$ cat config.mk
export PLATFORM = sky130hd
export DESIGN_NAME = mul_seq
export DESIGN_NICKNAME = d
export VERILOG_FILES = /design/src/rtl/mul_seq_pkg.sv /design/src/rtl/mul_seq_adder.sv /design/src/rtl/mul_seq.sv
export SDC_FILE = /design/constraint.sdc
export NUM_CORES = 1
export LEC_CHECK = 0
export CAP_MARGIN = 20
export CELL_PAD_IN_SITES_DETAIL_PLACEMENT = 1
export CELL_PAD_IN_SITES_GLOBAL_PLACEMENT = 2
export CORE_MARGIN = 3
export CORE_UTILIZATION = 35
export DETAILED_ROUTE_END_ITERATION = 12
export PLACE_DENSITY = 0.94
export SETUP_SLACK_MARGIN = 0.4
export SLEW_MARGIN = 30
export SYNTH_ARGS = -nofsm -noshare
export SYNTH_HDL_FRONTEND = slang
export SYNTH_HIERARCHICAL = 1
export SYNTH_SLANG_ARGS = --single-unit
$ cat constraint.sdc
create_clock -name clk -period 32 [get_ports clk]
set_input_delay 6.4 -clock clk [delete_from_list [all_inputs] [get_ports clk]]
set_output_delay 6.4 -clock clk [all_outputs]
set_load 0.01 [all_outputs]
$ cat src/rtl/mul_seq_pkg.sv
// -----------------------------------------------------------------------------
// mul_seq_pkg
//   Shared constants and types for the sequential shift-add multiplier.
//   - LOGQ_DEFAULT : default residue width; the modulus is Q = 2^(LOGQ-1)+1.
//   - Q            : modulus for the default width.
//   - state_t      : 2-bit FSM encoding IDLE/BUSY/DONE.
//   - iters()      : BUSY-cycle count for a given width (LOGQ, or ceil(LOGQ/2)
//                    when the radix-4 build macro MUL_SEQ_RADIX4_EN is defined).
//   - ITERS        : iters() evaluated at the default width.
// -----------------------------------------------------------------------------
package mul_seq_pkg;

    localparam int LOGQ_DEFAULT = 17;
    localparam int unsigned Q   = (32'd1 << (LOGQ_DEFAULT - 1)) + 32'd1;

    typedef enum logic [1:0] {
        IDLE = 2'd0,
        BUSY = 2'd1,
        DONE = 2'd2
    } state_t;

    function automatic int iters(input int logq);
`ifdef MUL_SEQ_RADIX4_EN
        return (logq + 1) / 2;
`else
        return logq;
`endif
    endfunction

    localparam int ITERS = iters(LOGQ_DEFAULT);

endpackage

$ cat src/rtl/mul_seq_adder.sv
// -----------------------------------------------------------------------------
// adder
//   N-bit ripple-carry adder; the carry out of the top bit is discarded.
//   Ports:
//     a, b : N-bit addends
//     cin  : carry into bit 0
//     sum  : N-bit result (a + b + cin) mod 2^N
// -----------------------------------------------------------------------------
module adder #(
    parameter int N = 34
) (
    input  logic [N-1:0] a,
    input  logic [N-1:0] b,
    input  logic         cin,
    output logic [N-1:0] sum
);

    // carry[i] is the carry into bit i; no carry out of bit N-1 is formed.
    logic [N-1:0] carry;

    assign carry[0] = cin;

    for (genvar i = 0; i < N; i++) begin : g_bit
        assign sum[i] = a[i] ^ b[i] ^ carry[i];
        if (i < N - 1) begin : g_carry
            assign carry[i+1] = (a[i] & b[i]) | (carry[i] & (a[i] ^ b[i]));
        end
    end

endmodule

$ cat src/rtl/mul_seq.sv
// -----------------------------------------------------------------------------
// mul_seq
//   Sequential shift-add multiplier producing the exact 2*LOGQ-bit product of
//   two residues, feeding the modular reducer for Q = 2^(LOGQ-1)+1.
//   Build option: MUL_SEQ_RADIX4_EN consumes two multiplier bits per cycle
//   (ceil(LOGQ/2) iterations instead of LOGQ); interface and results are the
//   same in both builds.
//   Ports:
//     clk       : clock, rising edge
//     rst       : synchronous active-high reset
//     in_valid  : a/b operand pair valid
//     in_ready  : block accepts an operand pair this cycle
//     a, b      : LOGQ-bit multiplicand / multiplier
//     out_valid : p holds a completed product
//     out_ready : downstream consumes p this cycle
//     p         : 2*LOGQ-bit unreduced product, stable while out_valid=1
// -----------------------------------------------------------------------------
module mul_seq
    import mul_seq_pkg::*;
#(
    parameter int LOGQ = LOGQ_DEFAULT
) (
    input  logic              clk,
    input  logic              rst,
    input  logic              in_valid,
    output logic              in_ready,
    input  logic [LOGQ-1:0]   a,
    input  logic [LOGQ-1:0]   b,
    output logic              out_valid,
    input  logic              out_ready,
    output logic [2*LOGQ-1:0] p
);

    localparam int W     = 2 * LOGQ;
    localparam int CW    = $clog2(LOGQ + 1);
    localparam int NITER = iters(LOGQ);

    state_t          state, next_state;
    logic [W-1:0]    a_sh;
    logic [LOGQ-1:0] b_sh;
    logic [W-1:0]    acc;
    logic [CW-1:0]   cnt;
    logic [W-1:0]    pp;
    logic [W-1:0]    acc_sum;
    logic            last;
    logic            accept;

    assign last   = (cnt == CW'(NITER - 1));
    assign accept = in_valid & in_ready;
    assign p      = acc;

    // ---------------------------------------------------------------- FSM
    always_ff @(posedge clk) begin
        // NOTE: sequential state uses non-blocking assignments so every
        // register samples the pre-edge values of its neighbours.
        if (rst) state <= IDLE;
        else     state <= next_state;
    end

    always_comb begin
        // NOTE: every output gets a default first so no path leaves it
        // unassigned and infers a latch.
        next_state = state;
        in_ready   = 1'b0;
        out_valid  = 1'b0;
        unique case (state)
            IDLE: begin
                in_ready = 1'b1;
                if (in_valid) next_state = BUSY;
            end
            BUSY: begin
                if (last) next_state = DONE;
            end
            DONE: begin
                out_valid = 1'b1;
                // Consuming the result frees the block in the same cycle, so a
                // waiting pair is taken with no bubble.
                if (out_ready) begin
                    in_ready   = 1'b1;
                    next_state = in_valid ? BUSY : IDLE;
                end
            end
            default: next_state = IDLE;
        endcase
    end

    // ------------------------------------------------------ partial product
`ifdef MUL_SEQ_RADIX4_EN
    logic [W-1:0] a3_sh;
    logic [W-1:0] a_ext;
    logic [W-1:0] a3_init;

    assign a_ext = W'(a);

    // 3*a formed once at capture; it shifts alongside a_sh afterwards.
    adder #(.N(W)) u_adder_a3 (
        .a   (a_ext),
        .b   ({a_ext[W-2:0], 1'b0}),
        .cin (1'b0),
        .sum (a3_init)
    );

    always_comb begin
        unique case (b_sh[1:0])
            2'd0:    pp = '0;
            2'd1:    pp = a_sh;
            2'd2:    pp = {a_sh[W-2:0], 1'b0};
            default: pp = a3_sh;
        endcase
    end
`else
    assign pp = b_sh[0] ? a_sh : '0;
`endif

    adder #(.N(W)) u_adder_acc (
        .a   (acc),
        .b   (pp),
        .cin (1'b0),
        .sum (acc_sum)
    );

    // ------------------------------------------------------------ datapath
    always_ff @(posedge clk) begin
        if (rst) begin
            a_sh <= '0;
            b_sh <= '0;
            acc  <= '0;
            cnt  <= '0;
`ifdef MUL_SEQ_RADIX4_EN
            a3_sh <= '0;
`endif
        end else if (accept) begin
            a_sh <= W'(a);
            b_sh <= b;
            acc  <= '0;
            cnt  <= '0;
`ifdef MUL_SEQ_RADIX4_EN
            a3_sh <= a3_init;
`endif
        end else if (state == BUSY) begin
            acc <= acc_sum;
            cnt <= cnt + CW'(1);
`ifdef MUL_SEQ_RADIX4_EN
            a_sh  <= {a_sh[W-3:0], 2'b00};
            a3_sh <= {a3_sh[W-3:0], 2'b00};
            b_sh  <= {2'b00, b_sh[LOGQ-1:2]};
`else
            a_sh <= {a_sh[W-2:0], 1'b0};
            b_sh <= {1'b0, b_sh[LOGQ-1:1]};
`endif
        end
    end

endmodule

==> impl_metrics.toml, run 1 <==
[clocking]
cts.path.max_buffers = 2
cts_tree = "yes"
cts_htree_levels = 3
cts_resized = 0
numCtsBuffers = 9
clock_latency_ns = 0.35
clk_pin_slew_ns = 0.07
holdBufCountCts = 0
clkSinkCount = 92
post-cts-setup-buffers = 0
cts-root-buf = "clkbuf_16"

[drt]
wirelength_mm = 11.90
vias = 3852
viasPerCell = 5.198
dr.pass1.iters = 4
ant_nets = 0
avgRoutedWirePerCell_um = 16.06
drc = 0
first_iter_violations = 239

[pwr]
total_leakage_power_uw = 0.001985
power_frac_clock = 0.406
vdd_ir_drop_max_mv = 0.01886
intPower_uw = 184.9
power.share.switching = 0.2572
power.density_nw_per_um2 = 44.20
combPwrFrac = 0.103
p_switching_uw = 64.05
power_frac_seq = 0.492

[setup_path]
critPathRequiredTime_ns = 32.20
setup.worst_path.end_class = "flop"
crit_path_top_delay_cell = "dfxtp_2"
critPathKind = "reg2reg"
start_kind = "flop"
cpPeakStageDelay_ns = 0.47
cp_data_arrival_time_ns = 14.48
crit_top_cell = "fa_1"
critPathMaxFanout = 35

[logic_synthesis]
syn_area_per_cell_sq_um = 8.794
syn_nets = 594
synth_flop_cell = "dfxtp_1"
async_flop_share = 0
synth_edf_count = 0
syn_area_sq_um = 4582
synth_cells = 521
ys_top_cells_by_area = "dfxtp_1 40%, fa_1 14%, nand2_1 11%"
synth_seq_cells = 92
seq_area_frac_synth = 0.4020
yosys.area.top_type_share = 0.4020
ys.warnings.count = 6
ys_types = 33
synth_top_area_cell = "dfxtp_1"

[grt]
grt_pass1_vias = 4003
antenna_found_initial = 0
grt_max_degree = 67
grt_pass1_wl_mm = 20.11
grt_overflow = 0
grtUsageTotal = 0.1734

[finish]
nets = 638
fin_util = 0.4428
diodes = 0
final-seq-area_sq_um = 1843
mostFrequentLayoutCells = "140 x nand2_1, 91 x dfxtp_1, 74 x a21oi_1"
layout_commonest_cell = "nand2_1"
fillers = 1501
multi_input_area_sq_um = 2495
drive_gt1_frac = 0.04569
syn_to_final_growth_pct = 22.94

[sta]
finalHoldWorstSlack_ns = 0.4660
period_minus_slack_ns = 14.28
period_share = 0.4461
tightest_slew_ns = 0.8361
setup_violations = 0
finClkSkew_ns = 0.007176
hold_viol = 0
fmax_mhz = 70.05
finalSetupTns_ns = 0
rsz0062_at_grt = "no"
drv_slew = 0
slew_headroom = 0.4426

[status]
status = "completed"

[place]
dp_hpwl_mm = 7.967
portBuffers = 73
gp_congestion = 0.7940

[floorplan]
dieArea_sq_um = 14500
die_x_um = 120.4
core_area_sq_um = 12720
die_y_um = 120.4
initial_core_util = 0.3601
ioPinCount = 74
rows = 41

[run]
drv_cap = 0

[worst_hold_path]
hold_class = "reg2reg"
flip-flops by register name (all words and copies together) (netlist names):
signal  flops
cnt         5
b_sh       17
state       2
p          34
a_sh       34
through the flow:
stage | power [uW] | cells | instance area (sq um) | setup slack (ns)
floorplan | 140.8 | 521 | 4582 | 18.42
finish | 249.0 | 741 | 5633 | 17.72
global route | 260.0 | 741 | 5633 | 17.20
detailed placement | 150.7 | 726 | 5361 | 17.58
global placement | 149.6 | 726 | 5361 | 17.77
CTS | 252.1 | 741 | 5632 | 17.48
area by class of cell:
type                    count  area share
clock buffers              13     0.04620
clock inverters             2    0.001777
multi-input cells         374      0.4429
well taps                 172     0.03821
flip-flops and latches     92      0.3272
inverters                   9    0.005997
repair buffers             79      0.1377
worst max-delay path: cells and delay by family (launching register included):
kind,cells,cell delay [ns]
XOR/XNOR,1,0.36
AO/OA/AOI/OAI,1,0.06
buffers and inverters,2,0.13
adder cells (fa/ha/maj),33,12.82
flip-flops,1,0.47
AND/OR/NAND/NOR,2,0.30
final timing paths:
check | start | to | slack (ns) | cells after the start
max | b_sh[0]$_SDFFE_PP0P_ | p[33]$_SDFFE_PP0N_ | 17.72 | 39
min | a_sh[33]$_SDFFE_PP0N_ | a_sh[33]$_SDFFE_PP0N_ | 0.47 | 2
max reg2reg | b_sh[0]$_SDFFE_PP0P_ | p[33]$_SDFFE_PP0N_ | 17.72 | 39
min reg2reg | a_sh[33]$_SDFFE_PP0N_ | a_sh[33]$_SDFFE_PP0N_ | 0.47 | 2
routing by layer:
layer | up-vias | routed length, um | global-route usage
li1 | 1844 | - | -
met1 | 1913 | 5406 | 0.2219
met2 | 79 | 5729 | 0.2836
met3 | 16 | 544 | 0.04350
met4 | 0 | 219 | 0.06445
met5 | - | 0 | 0
power groups by stage:
stage / logic [uW] / registers [uW] / clock network (uW)
2_1_floorplan: 17.6 / 123 / 0
3_3_place_gp: 24.9 / 125 / 0
3_5_place_dp: 25.7 / 125 / 0
4_1_cts: 25.8 / 122 / 104
5_1_grt: 28.4 / 123 / 108
6_report: 25.5 / 122 / 101
cell usage after synthesis, drive strengths merged (2+ instances only):
cell    number
inv          9
fa          33
nand3        2
nor3        15
o21ai        2
clkbuf      10
nor2         3
buf         36
a21oi       75
nand2b       3
ha           2
a32oi       17
nand2      140
a311oi      15
o211ai      19
nor2b        4
dfxtp       92
and2        34
cells by family (layout without fill, tap and decap cells):
group	count (synthesis)	in the layout	share of synthesized area
AND/OR/NAND/NOR	206	206	0.2013
AO/OA/AOI/OAI	130	130	0.1805
flip-flops	92	92	0.4020
buffers and inverters	55	103	0.05871
adder cells (fa/ha/maj)	35	35	0.1496
XOR/XNOR	2	2	0.007100
other	1	1	0.0008184
No activity file was read; power rests on OpenSTA's default activity.
==> run 2, diff against run 1 <==
- CORE_UTILIZATION: 35 -> 29
- PLACE_DENSITY: 0.94 -> 0.84
- clock period: 32 -> 12.45 ns (I/O delays scaled with it)
==> run 2 against run 1 <==
The run now ends with setup timing left. Critical endpoint unchanged. Power increased to 2.9 times the previous value. Highest routed layer unchanged. Critical path depth did not move. Clock-buffer cell count down 3. Register-to-register slack got worse by 18 ns. Design area grew 4.4%. Combinational power grew to 2.7 times the previous value. Sequential share of layout area shrank 1.4 points. Clock skew decreased by 0.0012 ns. Largest cell class unchanged. Clock power rose to 3.3 times the previous value.
==> impl_metrics.toml, run 2 (synthesis gave the netlist of run 1 again) <==
[status]
status = "finished with violations"
violations = "setup timing"

[setup_path]
crit_top_cell = "fa_2"
critPathRequiredTime_ns = 12.65
setup.worst_path.end_class = "flop"
critPathKind = "reg2reg"
cpPeakStageDelay_ns = 0.36
r2r_start = "a_sh[0]$_SDFFE_PP0P_"
crit_path_top_delay_cell = "fa_2"
crit_path_start = "a_sh[0]$_SDFFE_PP0P_"
start_kind = "flop"
cp_data_arrival_time_ns = 12.74
critPathMaxFanout = 2

[drt]
ant_nets = 0
wirelength_mm = 11.81
dr.pass1.iters = 4
drc = 0
first_iter_violations = 180
viasPerCell = 4.834
avgRoutedWirePerCell_um = 15.10
vias = 3780

[pwr]
power_frac_seq = 0.438
total_leakage_power_uw = 0.001960
intPower_uw = 547.3
power_frac_clock = 0.464
combPwrFrac = 0.098
vdd_ir_drop_max_mv = 0.05943
p_switching_uw = 165.9
power.density_nw_per_um2 = 121.3
power.share.switching = 0.2326
power_uw = 713.3

[floorplan]
ioPinCount = 74
dieArea_sq_um = 17340
die_y_um = 131.7
core_area_sq_um = 15310
rows = 45
initial_core_util = 0.2992
die_x_um = 131.7

[place]
dp_hpwl_mm = 8.009
dp.cells = 766
gp_congestion = 0.7559
portBuffers = 73

[sta]
tightest_slew_ns = 0.8045
finalHoldWorstSlack_ns = 0.4554
fmax_mhz = 79.76
drv_slew = 0
finClkSkew_ns = 0.006026
period_minus_slack_ns = 12.54
finalSetupTns_ns = -0.08725
period_share = 1.007
setup_violations = 1
slew_headroom = 0.4636
rsz0062_at_grt = "yes"
hold_viol = 0
fin_ws_ns = -0.08725

[grt]
grt_max_degree = 91
grt_pass1_vias = 3993
grtUsageTotal = 0.1392
grt_overflow = 0
antenna_found_initial = 0
grt_pass1_wl_mm = 19.83

[clocking]
post-cts-setup-buffers = 0
cts_htree_levels = 3
clkSinkCount = 92
clk_pin_slew_ns = 0.06
holdBufCountCts = 0
numCtsBuffers = 9
clock_latency_ns = 0.35
cts_tree = "yes"
cts.path.max_buffers = 2
cts-root-buf = "clkbuf_16"

[finish]
fillers = 1769
syn_to_final_growth_pct = 28.35
nets = 640
mostFrequentLayoutCells = "140 x nand2_1, 91 x dfxtp_1, 74 x a21oi_1"
layout_commonest_cell = "nand2_1"
diodes = 0
drive_gt1_frac = 0.1103
instances_no_fill = 782

[worst_hold_path]
hold_class = "reg2reg"
holdCritStartpoint = "a_sh[33]$_SDFFE_PP0N_"

[run]
drv_cap = 0
[run 2: cell types whose count changed in the layout (fill, tap and decap cells not counted), moves of 2 or more]
cell | previous run | this run
fa_1 | 33 | 1
bufinv_16 | 0 | 4
fa_2 | 0 | 32
clkbuf_8 | 2 | 0
[run 2: worst max-delay path, delay by kind of cell (launching register included)]
family | cells | cell delay [ns]
buf+inv | 2 | 0.12
flops | 1 | 0.31
xor+xnor | 1 | 0.36
simple gates | 2 | 0.22
compound gates | 1 | 0.07
fa+ha+maj | 33 | 11.32
[run 2: worst paths after layout]
| check | end | cells after the start | slack (ns) |
|---|---|---|---|
| worst min register to register | a_sh[33]$_SDFFE_PP0N_ | 2 | 0.46 |
| worst min-delay path | a_sh[33]$_SDFFE_PP0N_ | 2 | 0.46 |
| worst max-delay path | p[33]$_SDFFE_PP0N_ | 39 | -0.09 |
| worst max register to register | p[33]$_SDFFE_PP0N_ | 39 | -0.09 |
[run 2: what timing repair did]
item | in CTS | in global routing
gates resized for setup | 1 | 0
cloned | 0 | 0
endpoints found under the setup margin | 3 | 3
[run 2: metrics by stage]
step / setup slack [ns] / util / cell area [sq um]
floorplan: 0.1422 / - / 4673
global placement: -0.006033 / 0.3594 / 5504
detailed placement: -0.1196 / 0.3594 / 5504
CTS: -0.1270 / 0.3827 / 5861
global route: -0.4136 / 0.3840 / 5881
finish: -0.08725 / 0.3840 / 5881
[run 2: area by class of cell]
cell class | instances | area, sq um | area share
inverter | 9 | 33.78 | 0.005745
clock inverter | 5 | 125.1 | 0.02128
tap | 211 | 264.0 | 0.04489
sequential | 92 | 1843 | 0.3134
multi-input combinational | 374 | 2582 | 0.4391
clock buffer | 10 | 229.0 | 0.03894
timing repair buffer | 81 | 803.3 | 0.1366
[run 2: power by group through the flow]
| stage | Combinational [uW] | Clock [uW] | Sequential, uW |
|---|---|---|---|
| after floorplan | 46.1 | 0 | 317 |
| after global placement | 67.8 | 0 | 318 |
| after detailed placement | 69.6 | 0 | 319 |
| after CTS | 69.9 | 340 | 312 |
| after global routing | 78.4 | 349 | 314 |
| final | 69.9 | 331 | 312 |
[run 2: per-layer routing]
metal | routed length, um | track usage
met2 | 5743 | 0.2358
met1 | 5321 | 0.1691
met3 | 595 | 0.04479
met4 | 148 | 0.04084
met5 | 0 | 0
